$ cat src/rtl/alu_request_arbiter.sv
// Round-robin arbiter/sequencer for the shared clock/calendar ALU.
// Grants one of three requesters, holds it for ALU_LAT cycles, then pulses done.
module alu_request_arbiter #(
    parameter int ALU_LAT = 2,
    parameter int OP_W    = 2
) (
    input  logic              clk,
    input  logic              rst,
    input  logic [2:0]        req,
    input  logic [3*OP_W-1:0] op_in,
    output logic [2:0]        pla,
    output logic [OP_W-1:0]   S,
    output logic [1:0]        grant_id,
    output logic              busy,
    output logic [2:0]        done
);

    typedef enum logic [1:0] {
        IDLE    = 2'd0,
        GRANT   = 2'd1,
        RELEASE = 2'd2
    } state_t;

    localparam logic [3:0] LAT_LOAD = 4'(ALU_LAT - 1);

    state_t            state_q, state_d;
    logic [3:0]        cnt_q, cnt_d;
    logic [1:0]        last_q, last_d;
    logic [2:0]        pla_q, pla_d;
    logic [OP_W-1:0]   s_q, s_d;
    logic [1:0]        gid_q, gid_d;
    logic              busy_q, busy_d;
    logic [2:0]        done_q, done_d;

    logic [OP_W-1:0]   op_arr [3];
    logic [1:0]        pick;
    logic              pick_valid;
    logic [OP_W-1:0]   pick_op;

    genvar gi;
    generate
        for (gi = 0; gi < 3; gi++) begin : g_op_split
            assign op_arr[gi] = op_in[gi*OP_W +: OP_W];
        end
    endgenerate

    // Search order is last+1, last+2, last+3 (mod 3); first asserted request wins.
    always_comb begin
        int idx;
        pick       = 2'd0;
        pick_valid = 1'b0;
        idx        = 0;
        for (int j = 0; j < 3; j++) begin
            idx = (int'(last_q) + 1 + j) % 3;
            if (!pick_valid && req[idx]) begin
                pick       = 2'(idx);
                pick_valid = 1'b1;
            end
        end
    end

    always_comb begin
        pick_op = '0;
        for (int k = 0; k < 3; k++) begin
            if (pick == 2'(k)) begin
                pick_op = op_arr[k];
            end
        end
    end

    always_comb begin
        state_d = state_q;
        cnt_d   = cnt_q;
        last_d  = last_q;
        pla_d   = pla_q;
        s_d     = s_q;
        gid_d   = gid_q;
        busy_d  = busy_q;
        done_d  = 3'b000;
        case (state_q)
            IDLE: begin
                pla_d  = 3'b000;
                s_d    = '0;
                gid_d  = 2'd0;
                busy_d = 1'b0;
                if (pick_valid) begin
                    pla_d   = 3'b001 << pick;
                    s_d     = pick_op;
                    gid_d   = pick;
                    busy_d  = 1'b1;
                    cnt_d   = LAT_LOAD;
                    state_d = GRANT;
                end
            end
            GRANT: begin
                // Op code was captured at grant time; op_in is ignored here.
                if (cnt_q != 4'd0) begin
                    cnt_d = cnt_q - 4'd1;
                end else begin
                    done_d  = pla_q;
                    last_d  = gid_q;
                    pla_d   = 3'b000;
                    s_d     = '0;
                    gid_d   = 2'd0;
                    busy_d  = 1'b0;
                    state_d = RELEASE;
                end
            end
            RELEASE: begin
                state_d = IDLE;
            end
            default: begin
                state_d = IDLE;
                pla_d   = 3'b000;
                s_d     = '0;
                gid_d   = 2'd0;
                busy_d  = 1'b0;
            end
        endcase
    end

    always_ff @(posedge clk) begin
        if (rst) begin
            state_q <= IDLE;
            cnt_q   <= 4'd0;
            last_q  <= 2'd2;
            pla_q   <= 3'b000;
            s_q     <= '0;
            gid_q   <= 2'd0;
            busy_q  <= 1'b0;
            done_q  <= 3'b000;
        end else begin
            state_q <= state_d;
            cnt_q   <= cnt_d;
            last_q  <= last_d;
            pla_q   <= pla_d;
            s_q     <= s_d;
            gid_q   <= gid_d;
            busy_q  <= busy_d;
            done_q  <= done_d;
        end
    end

    assign pla      = pla_q;
    assign S        = s_q;
    assign grant_id = gid_q;
    assign busy     = busy_q;
    assign done     = done_q;

endmodule

$ cat config.mk
export PLATFORM = sky130hd
export DESIGN_NAME = alu_request_arbiter
export DESIGN_NICKNAME = d
export VERILOG_FILES = /design/src/rtl/alu_request_arbiter.sv
export SDC_FILE = /design/constraint.sdc
export NUM_CORES = 1
export LEC_CHECK = 0
export ABC_CLOCK_PERIOD_IN_PS = 1950
export CAP_MARGIN = 20
export CORE_MARGIN = 3
export CORE_UTILIZATION = 44
export DETAILED_ROUTE_END_ITERATION = 16
export PLACE_DENSITY = 0.74
export SYNTH_ARGS = -nofsm -noshare
export SYNTH_HDL_FRONTEND = slang
export SYNTH_SLANG_ARGS = --single-unit
$ cat constraint.sdc
create_clock -name clk -period 1.95 [get_ports clk]
set_input_delay 0.4875 -clock clk [delete_from_list [all_inputs] [get_ports clk]]
set_output_delay 0.4875 -clock clk [all_outputs]
set_load 0.02 [all_outputs]
==> flow_summary.yaml <==
floorplan:
  core_area_mm2: 0.002022
  start_util_pct: 48.08
  dieHeight_um: 53.01
  boundaryPins: 22
  dieArea_mm2: 0.002810
  rows: 16
  die_w_um: 53.01
timing:
  layout_setup_ws_ps: -0.3002
  tightest_slew_ps: 414.0
  slew_violations: 0
  hold_viol_final: 0
  fmax_mhz: 512.7
  layout_min_cycle_time_ps: 1950
  rsz0062_at_grt: "yes"
  setup_viol: 1
  fin_skew_ps: 14.96
  finalCritPeriodShare_pct: 100.0
  relSlewSlack_pct: 72.34
global_routing:
  grt_max_degree: 12
  grt_usage_pct: 19.98
  grt_pass1_vias: 933
  grt_pass1_wl_mm: 4.091
  grt-ovfl-total: 0
  antenna_found_initial: 0
finish:
  drive_gt1_share_pct: 29.41
  nFillCells: 143
  fin_cells: 180
  syn_to_final_growth_pct: 55.08
  antenna-diode-count: 0
  nets: 171
synth:
  syn_nets: 127
  synth-seq-area-share_pct: 39.12
  synth_cell_type_count: 32
  ys_seq_elements: 19
  netlist_area_um2: 972.2
  avgSynthCellArea_um2: 8.838
  ys_warn_count: 0
  syn_inst: 110
pwr:
  p_total_w: 0.001412
  clkPwrFrac_pct: 13.9
  p_per_area_mw_per_mm2: 936.8
  p_leak_nw: 0.5912
  seq_power_share_pct: 36.0
  ir_drop_mv: 0.9400
  p_comb_share_pct: 50.2
  p_int_w: 0.0008714
  p_sw_share_pct: 38.30
  power.switching_w: 0.0005410
hold_path:
  min_from: "pla[1]"
  hold_path_end: "done[1]"
  hold_path.class: "flop to flop"
  hold-path-cell-count: 1
worst_setup_path:
  end_kind: "flop"
  crit_path_cell_trace: "buf_4, ha_4, o221ai_4, buf_6, a2111oi_4, nand3b_1, a22oi_1, a311oi_1"
  regToRegSetupSlack_ps: -0.3
  r2r_cells: 8
  crit_path_max_fanout: 4
  startpoint_type: "flop"
  crit_arrival_ps: 2160
  crit_path_max_incr_delay_ps: 340
  crit_required_ps: 2160
  criticalPathCategory: "flop to flop"
  r2r_end: "S[0]"
  cpMaxStageDelayCell: "dfxtp_2"
  reg2reg_from: "last_q[1]"
  cp-startpoint: "last_q[1]"
placed_design:
  dpl.hpwl_mm: 1.791
  gp_congestion: 0.7127
  dp_worst_setup_slack_ps: -431.3
  port_buffers: 21
  dp_cells: 167
drt:
  viasPerCell: 5.406
  drt_iter0_drc: 26
  ant_nets: 0
  routed_wl_mm: 2.661
  wire_per_inst_um: 14.78
  drc: 0
  first_pass_iters: 4
  vias: 973
clock_network:
  cts.reportedPaths.clkPinSlew_ps: 120
  cts-root-buf: "clkbuf_4"
  cts_buffer_depth: 2
  insertion_delay_ps: 300
  cts-buffers-inserted: 3
  cts_hold_buf: 0
  cts_sinks: 19
  htree_levels: 1
  cts_tree: "done"
outcome:
  violations: "negative setup slack"
  outcome: "finished, violations left"
run:
  maxCapViolCount: 0
==> worst max-delay path: cells and delay by family, from the launching register on <==
family	cells	cell delay, ps
buf+inv	2	280
flops	1	340
simple gates	1	210
compound gates	4	750
fa+ha+maj	1	300
==> power groups by stage <==
stage	combinational, W	sequential, W	clock (W)
after floorplan	0.000287	0.000546	0
after global placement	0.000520	0.000508	0
after detailed placement	0.000538	0.000509	0
after CTS	0.000627	0.000502	0.000204
after global routing	0.000767	0.000517	0.000219
final	0.000709	0.000508	0.000196
==> per-layer routing <==
layer  vias to the layer above  GRT usage [%]  wire length [um]
met5                         -              0                 0
met4                         0          4.255                 0
met3                         0          6.479               175
met2                        33          35.74              1399
met1                       456          22.89              1087
li1                        484              -                 -
==> final cells by class <==
cell class	count	area, um^2	area share, %
Inverter	8	30.03	1.992
Clock buffer	3	22.52	1.494
Timing Repair Buffer	42	365.4	24.23
Clock inverter	1	5.005	0.3319
Tap cell	27	33.78	2.241
Sequential cell	19	385.4	25.56
Multi-Input combinational cell	80	665.6	44.15
==> cells in the mapped netlist <==
master	instances	area share [%]
o221ai_2	1	1.5
a2111oi_2	1	1.5
nor3_2	1	1.0
ha_1	6	7.7
a32oi_1	1	0.90
or3b_1	1	0.90
nor3_1	2	1.0
nor3b_1	3	2.3
nand3_1	5	2.6
and2_1	3	1.9
xnor2_1	1	0.90
clkbuf_1	3	1.2
dfxtp_1	19	39
nand2b_1	3	1.9
nand3b_1	3	2.3
a221o_1	1	1.0
nor4_1	1	0.64
a21oi_1	9	4.6
nand2_1	11	4.2
a211o_1	1	0.90
a21o_1	1	0.77
and3b_2	1	1.0
nor2_1	8	3.1
a221oi_1	2	1.8
o31ai_1	1	0.77
xor2_1	1	0.90
o21ai_2	1	0.90
a22oi_1	3	2.3
o21ai_0	2	1.0
a311oi_1	2	1.8
mux2i_1	4	4.1
inv_1	8	3.1
==> cells in the final DEF (no fill, tap or decap), types with 2 or more instances in the layout <==
cell,instances
ha_1,3
a22oi_1,3
nand2_1,11
a21oi_1,8
inv_1,6
nor2_2,2
nor2_1,6
dlygate4sd2_1,3
and2_1,3
dfxtp_1,17
ha_4,2
buf_4,19
nand2b_1,2
nand3_1,5
clkdlybuf4s50_1,18
inv_2,2
mux2i_1,2
nor3_1,2
clkbuf_4,3
nor3b_1,3
nand3b_1,3
a311oi_1,2
==> repair_timing <==
action	4_1_cts	5_1_grt
resized for setup	18	10
endpoints found under the setup margin	10	10
pin swaps	6	4
gates cloned	0	1
setup buffers	5	3
==> metrics by stage <==
stage | TNS, ps | util, % | area, um^2 | hold slack (ps)
floorplan | 0 | - | 972.2 | 485.3
global placement | -2992 | 64.05 | 1295 | 458.1
detailed placement | -4213 | 64.05 | 1295 | 464.4
CTS | 0 | 71.16 | 1439 | 478.9
global route | -523.8 | 74.57 | 1508 | 492.5
finish | -0.3002 | 74.57 | 1508 | 474.2
==> how the worst max path moves through the flow <==
stage,slack (ps),cells after the start,endpoint
after global routing,-80,7,cnt_q[1]
after global placement,-290,7,S[1]
after floorplan,60,8,S[0]
after CTS,20,11,busy
final,-0.3,8,S[0]
after detailed placement,-430,7,S[1]
==> flip-flops by register name, summed over array words and instances, names as in the netlist <==
register / count
pla: 3
S: 2
state_q: 2
cnt_q: 4
busy: 1
last_q: 2
grant_id: 2
done: 3
==> cell families (layout without fill, tap and decap cells) <==
family,after synthesis,after routing,synth area share (%)
compound gates,26,26,19.95
buf+inv,11,54,4.247
fa+ha+maj,6,6,7.722
simple gates,42,42,23.04
flops,19,19,39.12
xor+xnor,2,2,1.802
mux,4,4,4.119
No activity file was read; power rests on OpenSTA's default activity.
